[src/rtl/run_ctrl_if.sv]
// Run-control bundle: MMIO halt store and debug requests in, core enable and halt status out.
interface run_ctrl_if #(
    parameter int CNT_W = 32
);
    logic             mmio_w_en;
    logic             mmio_w_data;
    logic             dbg_halt_req;
    logic             dbg_resume_req;
    logic             dbg_step_req;
    logic             dbg_cnt_clr;
    logic             cpu_en;
    logic             halt;
    logic [1:0]       halt_cause;
    logic             dbg_ack;
    logic [CNT_W-1:0] cycle_cnt;

    modport slave (
        input  mmio_w_en, mmio_w_data, dbg_halt_req, dbg_resume_req, dbg_step_req, dbg_cnt_clr,
        output cpu_en, halt, halt_cause, dbg_ack, cycle_cnt
    );

    modport master (
        output mmio_w_en, mmio_w_data, dbg_halt_req, dbg_resume_req, dbg_step_req, dbg_cnt_clr,
        input  cpu_en, halt, halt_cause, dbg_ack, cycle_cnt
    );
endinterface

[src/rtl/run_ctrl.sv]
// Run-control sequencer: merges software, debug and cycle-budget halt sources into one FSM
// that owns the core enable, the halt flag and the enabled-cycle counter.
//
//   state    | meaning
//   ---------+--------------------------------------------------------------
//   S_RUN    | core enabled, all halt sources and debug requests sampled
//   S_HALTED | core frozen, waiting for debug resume or single-step
//   S_STEP   | exactly one enabled cycle, then back to S_HALTED
module run_ctrl #(
    parameter int CNT_W          = 32,
    parameter int TIMEOUT_CYCLES = 0,
    parameter bit START_HALTED   = 1'b0
) (
    input  logic        clk,
    input  logic        rst_n,
    run_ctrl_if.slave   bus
);
    typedef enum logic [1:0] {
        S_RUN    = 2'd0,
        S_HALTED = 2'd1,
        S_STEP   = 2'd2
    } state_t;

    localparam state_t           RST_STATE = START_HALTED ? S_HALTED : S_RUN;
    localparam bit               TO_EN     = (TIMEOUT_CYCLES != 0);
    localparam logic [CNT_W-1:0] TO_MATCH  = CNT_W'(TIMEOUT_CYCLES - 1);

    localparam logic [1:0] CAUSE_NONE = 2'b00;
    localparam logic [1:0] CAUSE_SW   = 2'b01;
    localparam logic [1:0] CAUSE_DBG  = 2'b10;
    localparam logic [1:0] CAUSE_TO   = 2'b11;

    state_t           r_state;
    logic [1:0]       r_cause;
    logic             r_ack;
    logic [CNT_W-1:0] r_cnt;

    state_t           w_state_nxt;
    logic [1:0]       w_cause_nxt;
    logic             w_ack_nxt;
    logic             w_run;
    logic             w_sw_halt;
    logic             w_timeout;
    logic             w_req_ok;

    assign w_run     = (r_state != S_HALTED);
    assign w_sw_halt = bus.mmio_w_en & bus.mmio_w_data;
    // Pre-increment compare: the halt lands after exactly TIMEOUT_CYCLES enabled cycles.
    assign w_timeout = TO_EN && (r_cnt == TO_MATCH);
    assign w_req_ok  = ~r_ack;

    always_ff @(posedge clk or negedge rst_n) begin
        if (!rst_n) begin
            r_state <= RST_STATE;
            r_cause <= CAUSE_NONE;
            r_ack   <= 1'b0;
            r_cnt   <= '0;
        end else begin
            r_state <= w_state_nxt;
            r_cause <= w_cause_nxt;
            r_ack   <= w_ack_nxt;
            if (bus.dbg_cnt_clr) begin
                r_cnt <= '0;
            end else if (w_run) begin
                r_cnt <= r_cnt + CNT_W'(1);
            end
        end
    end

    always_comb begin
        w_state_nxt = r_state;
        w_cause_nxt = r_cause;
        w_ack_nxt   = 1'b0;
        case (r_state)
            S_RUN: begin
                if (w_sw_halt) begin
                    w_state_nxt = S_HALTED;
                    w_cause_nxt = CAUSE_SW;
                end else if (bus.dbg_halt_req && w_req_ok) begin
                    w_state_nxt = S_HALTED;
                    w_cause_nxt = CAUSE_DBG;
                    w_ack_nxt   = 1'b1;
                end else if (w_timeout) begin
                    w_state_nxt = S_HALTED;
                    w_cause_nxt = CAUSE_TO;
                end else if ((bus.dbg_resume_req || bus.dbg_step_req) && w_req_ok) begin
                    w_ack_nxt   = 1'b1;
                end
            end
            S_HALTED: begin
                if (w_req_ok) begin
                    if (bus.dbg_resume_req) begin
                        w_state_nxt = S_RUN;
                        w_cause_nxt = CAUSE_NONE;
                        w_ack_nxt   = 1'b1;
                    end else if (bus.dbg_step_req) begin
                        w_state_nxt = S_STEP;
                        w_ack_nxt   = 1'b1;
                    end else if (bus.dbg_halt_req) begin
                        w_ack_nxt   = 1'b1;
                    end
                end
            end
            S_STEP: begin
                w_state_nxt = S_HALTED;
                w_cause_nxt = w_sw_halt ? CAUSE_SW : CAUSE_DBG;
            end
            default: begin
                w_state_nxt = RST_STATE;
            end
        endcase
    end

    always_comb begin
        bus.cpu_en     = w_run;
        bus.halt       = (r_state == S_HALTED);
        bus.halt_cause = r_cause;
        bus.dbg_ack    = r_ack;
        bus.cycle_cnt  = r_cnt;
    end
endmodule

[src/flat_wrapper.sv]
// flat-port wrapper written by rule: the top's interface ports become plain ports
module run_ctrl_flat 
#(
    parameter int CNT_W          = 32,
    parameter int TIMEOUT_CYCLES = 0,
    parameter bit START_HALTED   = 1'b0
)
  (clk, rst_n, bus_mmio_w_en, bus_mmio_w_data, bus_dbg_halt_req, bus_dbg_resume_req, bus_dbg_step_req, bus_dbg_cnt_clr, bus_cpu_en, bus_halt, bus_halt_cause, bus_dbg_ack, bus_cycle_cnt);
  run_ctrl_if #(.CNT_W(CNT_W)) bus_i ();
  input  logic clk;
  input  logic rst_n;
  input wire logic [$bits(bus_i.mmio_w_en)-1:0] bus_mmio_w_en;
  input wire logic [$bits(bus_i.mmio_w_data)-1:0] bus_mmio_w_data;
  input wire logic [$bits(bus_i.dbg_halt_req)-1:0] bus_dbg_halt_req;
  input wire logic [$bits(bus_i.dbg_resume_req)-1:0] bus_dbg_resume_req;
  input wire logic [$bits(bus_i.dbg_step_req)-1:0] bus_dbg_step_req;
  input wire logic [$bits(bus_i.dbg_cnt_clr)-1:0] bus_dbg_cnt_clr;
  output wire logic [$bits(bus_i.cpu_en)-1:0] bus_cpu_en;
  output wire logic [$bits(bus_i.halt)-1:0] bus_halt;
  output wire logic [$bits(bus_i.halt_cause)-1:0] bus_halt_cause;
  output wire logic [$bits(bus_i.dbg_ack)-1:0] bus_dbg_ack;
  output wire logic [$bits(bus_i.cycle_cnt)-1:0] bus_cycle_cnt;
  assign bus_i.mmio_w_en = bus_mmio_w_en;
  assign bus_i.mmio_w_data = bus_mmio_w_data;
  assign bus_i.dbg_halt_req = bus_dbg_halt_req;
  assign bus_i.dbg_resume_req = bus_dbg_resume_req;
  assign bus_i.dbg_step_req = bus_dbg_step_req;
  assign bus_i.dbg_cnt_clr = bus_dbg_cnt_clr;
  assign bus_cpu_en = bus_i.cpu_en;
  assign bus_halt = bus_i.halt;
  assign bus_halt_cause = bus_i.halt_cause;
  assign bus_dbg_ack = bus_i.dbg_ack;
  assign bus_cycle_cnt = bus_i.cycle_cnt;
  run_ctrl #(.CNT_W(CNT_W), .TIMEOUT_CYCLES(TIMEOUT_CYCLES), .START_HALTED(START_HALTED)) u_core (.clk(clk), .rst_n(rst_n), .bus(bus_i));
endmodule
[config.mk]
export PLATFORM = sky130hd
export DESIGN_NAME = run_ctrl_flat
export DESIGN_NICKNAME = d
export VERILOG_FILES = /design/src/rtl/run_ctrl_if.sv /design/src/rtl/run_ctrl.sv /design/src/flat_wrapper.sv
export SDC_FILE = /design/constraint.sdc
export NUM_CORES = 1
export LEC_CHECK = 0
export ABC_AREA = 1
export ABC_CLOCK_PERIOD_IN_PS = 1290
export BUFFER_PORTS_ARGS = -buffer_cell sky130_fd_sc_hd__buf_2
export CORE_ASPECT_RATIO = 1.1
export CORE_MARGIN = 10
export CORE_UTILIZATION = 40
export DETAILED_ROUTE_END_ITERATION = 8
export HOLD_SLACK_MARGIN = 0.05
export PLACE_DENSITY_LB_ADDON = 0.12
export SLEW_MARGIN = 20
export SYNTH_ARGS = -nofsm -noshare
export SYNTH_HDL_FRONTEND = slang
export SYNTH_SLANG_ARGS = --single-unit
export TNS_END_PERCENT = 5
[constraint.sdc]
create_clock -name clk -period 1.29 [get_ports clk]
set_input_delay 0.1935 -clock clk [delete_from_list [all_inputs] [get_ports clk]]
set_output_delay 0.1935 -clock clk [all_outputs]
set_load 0.01 [all_outputs]
==> results of run 1 <==
[final timing paths]
path	from	to	slack, ns
min reg2reg	u_core.bus.halt_cause[1]	u_core.bus.halt_cause[1]	0.49
max in group asynchronous	rst_n	u_core.bus.cycle_cnt[8]	0.68
min	bus_dbg_cnt_clr	u_core.bus.cycle_cnt[3]	0.08
max	u_core.bus.cycle_cnt[1]	u_core.bus.cycle_cnt[11]	-0.18
min in group asynchronous	rst_n	u_core.bus.cycle_cnt[7]	0.40
max reg2reg	u_core.bus.cycle_cnt[1]	u_core.bus.cycle_cnt[11]	-0.18
[worst max-delay path: stages (launching register included)]
cell	delay [ns]
dfrtp_1	0.41
buf_4	0.15
nand3_1	0.10
nor2_2	0.17
nand2_2	0.13
nor2_4	0.19
o21ai_0	0.11
a21oi_1	0.14
[cells in the mapped netlist, drive strengths merged]
cell type  number
nand3          31
a21oi          24
nand3b          1
o21ai          15
nor2           77
clkbuf          1
nor3            6
nand4           5
nand2          81
o221ai          1
ha              1
dfrtp          37
nor3b           1
buf             5
and2            1
inv            40
or2             1
[report_power, final]
part / switching, mW / internal (mW) / leakage [nW]
sequential: 0.0840 / 1.26 / 0.508
combinational: 0.682 / 0.601 / 0.962
clock: 0.426 / 0.483 / 0.0542
total: 1.19 / 2.35 / 1.52
[metrics by stage]
step / cells / TNS [ns]
after CTS: 497 / -2.18
after floorplan: 328 / -0.581
after global placement: 488 / -1.29
final: 498 / -2.77
after global routing: 498 / -5.87
after detailed placement: 488 / -2.18
[cell type report]
| type | count | area (um2) |
|---|---|---|
| fillers | 542 | 2300 |
| multi-input cells | 245 | 1230 |
| flip-flops and latches | 37 | 926 |
| repair buffers | 93 | 631 |
| inverters | 40 | 150 |
| clock buffers | 7 | 96.3 |
| well taps | 75 | 93.8 |
| clock inverters | 1 | 5.00 |
[cells by family (layout without fill, tap and decap cells)]
| kind of cell | Yosys count | count (layout) | synth area share |
|---|---|---|---|
| AOI/OAI and AO/OA | 40 | 40 | 0.0907 |
| adders and majority gates | 1 | 1 | 0.00556 |
| DFF | 37 | 37 | 0.412 |
| buffers and inverters | 46 | 141 | 0.0868 |
| and+or+nand+nor | 204 | 204 | 0.405 |
[per-layer routing]
layer,vias up,track usage
met3,15,0.0334
met5,-,0
li1,1229,-
met1,1110,0.182
met2,59,0.252
met4,0,0.0543
[repair_timing]
action / CTS / global route
endpoints found under the hold margin: 37 / 0
hold buffers: 1 / 0
endpoints found under the setup margin: 27 / 30
setup buffers: 0 / 1
resized for setup: 14 / 20
pin swaps: 2 / 4
[registers in the layout (all words and copies together), names as in the netlist]
| name | count |
|---|---|
| u_core.bus.dbg_ack | 1 |
| u_core.bus.halt_cause | 2 |
| u_core.bus.cycle_cnt | 32 |
| u_core.r_state | 2 |
==> summary.txt, run 1 <==
Floorplan
  – Die Area: 9030 um2
  – IO Count: 45
  – Die Y: 98.7 um
  – Initial Utilization: 0.414
  – Site Rows: 28
  – Core area: 5430 um2
  – Die X: 91.5 um

Pwr
  – Maximum VDD drop: 0.971 mV
  – Leakage: 1.52 nW
  – Total power: 3.54 mW
  – Pwr/cell area: 1130 nW/um2

Layout
  – Final instance area: 3130 um2
  – Fin nets: 431
  – Share of cells above drive strength 1: 0.333
  – P&R area growth vs syn: 39.3%
  – Most common cell after layout, fill and taps aside: nand2_1
  – Final Util: 0.577
  – N_diodes: 0
  – Commonest cells after routing, fill and taps aside: nand2_1, nor2_1, buf_4

Global routing
  – Initial antenna violation count: 0
  – Largest net degree at the start of global routing: 38
  – GR Util All Layers: 0.150
  – First-pass GRT wire length: 11.3 mm
  – Grt total ovfl: 0
  – Vias in the first global route: 2395

Drt
  – Final wirelength: 6.76 mm
  – Final ANT Viol Nets: 0
  – Uppermost layer routed: met4
  – WL/cell: 13.6 um
  – Vias per Instance: 4.85
  – Initial DRC count: 139
  – First-pass detailed-route iteration total: 4
  – DR DRC count: 0
  – Met1 wire length: 2.96 mm
  – Met2 routed WL: 3.32 mm
  – Wire length on met3: 304 um
  – Vias: 2413

Timing
  – Worst-Margin Slew: 0.325 ns
  – Tcrit/Tclk final: 1.14
  – Final setup viols: 27
  – RSZ-0062 raised after global routing: yes
  – Hold_ws: 0.0780 ns
  – Tmin final: 1.47 ns
  – Layout Skew: 0.00622 ns
  – Worst setup margin: -0.181 ns
  – Final Hold Fails: 0
  – Peak Freq: 0.680 GHz
  – Max-slew headroom: 0.784
  – Slew Limit Fails: 0

Placement
  – Post-DP HPWL: 5.14 mm
  – Place WS: -0.147 ns
  – Final GP Congestion: 0.863
  – Number of port buffers: 44
  – Placed cell area: 2880 um2

Clock tree
  – CTS Buf Count: 5
  – CTS tree: built
  – Root Driver: clkbuf_8
  – Clk slew on worst S/H paths: 0.08 ns
  – H-tree depth: 2
  – Worst-Skew Late Latency: 0.29 ns
  – Max Root-Sink Buffers: 2
  – TritonCTS Sinks: 37

Worst hold path
  – Hold Path Cell Cnt: 2
  – Min-Delay Path Class: primary input to flip-flop

Setup path
  – Crit path required time: 1.51 ns
  – Reg2reg path depth: 7
  – Startpoint types: flip-flop
  – Crit path DAT: 1.69 ns
  – Crit Path Class: flip-flop to flip-flop
  – Worst Setup End Kind: flip-flop
  – CP max FO: 5

Logic synthesis
  – Top-area cell type share of the netlist area: 0.412
  – Flops & latches, synth: 37
  – Synth Instances: 328
  – Cell area after synthesis: 2250 um2
  – Synth Area per Inst: 6.86 um2
  – Synth cell types: 25
  – Top cells by area, synth: dfrtp_1, nand2_1, nor2_1, inv_1, nand3_1
  – Syn nets: 337
  – Synth Warn #: 0
  – Post-synthesis sequential area ratio: 0.412
  – Area leader, netlist: dfrtp_1

Outcome
  – Run status: complete, but fails checks
  – Failing checks: negative setup slack

Job
  – # Max-Cap Violations: 0
(Power assumes the default switching activity.)
==> run 2: changes to the inputs <==
--- a/config.mk
+++ b/config.mk
@@ -10,10 +10,11 @@
 export BUFFER_PORTS_ARGS = -buffer_cell sky130_fd_sc_hd__buf_2
 export CORE_ASPECT_RATIO = 1.1
 export CORE_MARGIN = 10
-export CORE_UTILIZATION = 40
+export CORE_UTILIZATION = 50
 export DETAILED_ROUTE_END_ITERATION = 8
 export HOLD_SLACK_MARGIN = 0.05
 export PLACE_DENSITY_LB_ADDON = 0.12
+export SKIP_LAST_GASP = 1
 export SLEW_MARGIN = 20
 export SYNTH_ARGS = -nofsm -noshare
 export SYNTH_HDL_FRONTEND = slang
==> constraint.sdc (replaced) <==
create_clock -name clk -period 1.29 [get_ports clk]
set_input_delay 0.1935 -clock clk [delete_from_list [all_inputs] [get_ports clk]]
set_output_delay 0.1935 -clock clk [all_outputs]
set_load 0.05 [all_outputs]
==> summary.txt, run 2 (synthesis results as in run 1) <==
Outcome
  – Run status: complete, but fails checks
  – Failing checks: negative setup slack

Setup path
  – Reg-to-reg setup timing slack: -0.15 ns
  – Crit path DAT: 1.60 ns
  – Startpoint types: flip-flop
  – CP max FO: 4
  – Crit Path Class: flip-flop to flip-flop
  – Worst Setup End Kind: flip-flop
  – Crit path required time: 1.45 ns

Placement
  – Placed cell area: 2870 um2
  – Cells after DPL: 463
  – Post-DP HPWL: 5.11 mm
  – Number of port buffers: 44
  – Final GP Congestion: 0.895

Layout
  – Fillers: 361
  – Most common cell after layout, fill and taps aside: nand2_1
  – Fin nets: 429
  – Max reg flops: 32
  – Non-Filler Instances: 475
  – Commonest cells after routing, fill and taps aside: nand2_1, nor2_1, buf_4
  – Final instance area: 3050 um2
  – N_diodes: 0
  – Share of cells above drive strength 1: 0.333
  – P&R area growth vs syn: 35.4%

Drt
  – Initial DRC count: 154
  – WL/cell: 13.9 um
  – DR DRC count: 0
  – Final ANT Viol Nets: 0
  – Vias: 2431
  – Vias per Instance: 5.12
  – Final wirelength: 6.62 mm
  – First-pass detailed-route iteration total: 4

Timing
  – Worst-Margin Slew: 0.327 ns
  – Final Hold Fails: 0
  – Tcrit/Tclk final: 1.12
  – Max-slew headroom: 0.782
  – Peak Freq: 0.695 GHz
  – Tmin final: 1.44 ns
  – Layout Skew: 0.00585 ns
  – Slew Limit Fails: 0
  – Final setup viols: 33
  – Hold_ws: 0.0909 ns
  – Worst setup margin: -0.150 ns
  – Final setup TNS: -2.24 ns
  – RSZ-0062 raised after global routing: yes

Global routing
  – First-pass GRT wire length: 11.1 mm
  – GR Util All Layers: 0.173
  – Largest net degree at the start of global routing: 38
  – Initial antenna violation count: 0
  – Grt total ovfl: 0
  – Vias in the first global route: 2408

Pwr
  – Pwr/cell area: 1220 nW/um2
  – Leakage: 1.50 nW
  – Psw: 1.52 mW
  – Logic pwr share: 0.421
  – Sequential power share: 0.368
  – Pint: 2.20 mW
  – Maximum VDD drop: 0.564 mV
  – Clock power frac: 0.211
  – Switching portion of total power: 0.409

Clock tree
  – TritonCTS Sinks: 37
  – CTS tree: built
  – Root Driver: clkbuf_8
  – Max Root-Sink Buffers: 2
  – Clk slew on worst S/H paths: 0.07 ns
  – H-tree depth: 2
  – Worst-Skew Late Latency: 0.28 ns
  – CTS Buf Count: 5

Job
  – # Max-Cap Violations: 0

Floorplan
  – IO Count: 45
  – Site Rows: 25
  – Die X: 84.0 um
  – Die Area: 7590 um2
  – Core area: 4320 um2
  – Die Y: 90.4 um
  – Initial Utilization: 0.521

Worst hold path
  – Min-Delay Path Class: primary input to flip-flop
[run 2: changes by cell type in the layout (fill, tap and decap cells not counted), moves of 2 or more]
| cell | delta |
|---|---|
| dfrtp_1 | -12 |
| dfrtp_2 | +12 |
| nor2_1 | +5 |
| buf_6 | -3 |
| clkbuf_1 | +3 |
| nor2_2 | -3 |
| clkbuf_8 | -2 |
| nand2_4 | +2 |
| nand3_1 | +2 |
| nor2_4 | -2 |
[run 2: power groups by stage]
stage	Combinational (mW)	Sequential, mW	Clock, mW
final	1.56	1.37	0.786
after global routing	1.69	1.38	0.853
after CTS	1.54	1.37	0.794
after detailed placement	1.46	1.39	0
after global placement	1.42	1.37	0
after floorplan	0.699	1.63	0
[run 2: worst max-delay path, stage by stage, from the launching register on]
cell and delay, ns:
dfrtp_2 0.42, ha_4 0.16, nand3_2 0.10, nor2_4 0.17
nand3_2 0.15, o21ai_0 0.22, a21oi_1 0.08
[run 2: final cells by class]
class | instances | area (um2) | share of cell area
Multi-Input combinational cell | 245 | 1200 | 0.394
Clock buffer | 8 | 80.1 | 0.0263
Timing Repair Buffer | 91 | 607 | 0.199
Sequential cell | 37 | 941 | 0.309
Inverter | 40 | 150 | 0.0493
Tap cell | 54 | 67.6 | 0.0222
[run 2: path summary, 6_finish.rpt]
kind	from	endpoint	depth (start not counted)
setup reg to reg	u_core.bus.cycle_cnt[1]	u_core.bus.cycle_cnt[10]	6
min in group asynchronous	rst_n	u_core.bus.cycle_cnt[9]	3
max in group asynchronous	rst_n	u_core.bus.cycle_cnt[15]	3
hold reg to reg	u_core.bus.cycle_cnt[5]	u_core.bus.cycle_cnt[5]	1
hold / removal	bus_dbg_cnt_clr	u_core.bus.cycle_cnt[3]	2
setup / recovery	u_core.bus.cycle_cnt[1]	u_core.bus.cycle_cnt[10]	6
[run 2: repair_timing]
item / 4_1_cts / 5_1_grt
endpoints found under the hold margin: 37 / 0
hold buffers: 1 / 0
resized for setup: 7 / 12
pin swaps: 2 / 8
setup buffers: 1 / 2
endpoints found under the setup margin: 32 / 43
[run 2: layer usage]
| metal | vias to the layer above | share of wire | global-route usage | wire length (um) |
|---|---|---|---|---|
| li1 | 1232 | - | - | - |
| met5 | - | 0 | 0 | 0 |
| met1 | 1126 | 0.44 | 0.199 | 2920 |
| met2 | 63 | 0.50 | 0.309 | 3320 |
| met4 | 0 | 0.014 | 0.0419 | 92 |
| met3 | 10 | 0.045 | 0.0424 | 295 |
[run 2: stage by stage]
step                power [mW]  setup slack (ns)  utilization
global route              3.92            -0.228        0.706
floorplan                 2.33            -0.229            -
CTS                       3.71            -0.144        0.692
detailed placement        2.85            -0.146        0.664
global placement          2.79           -0.0715        0.664
finish                    3.72            -0.150        0.706
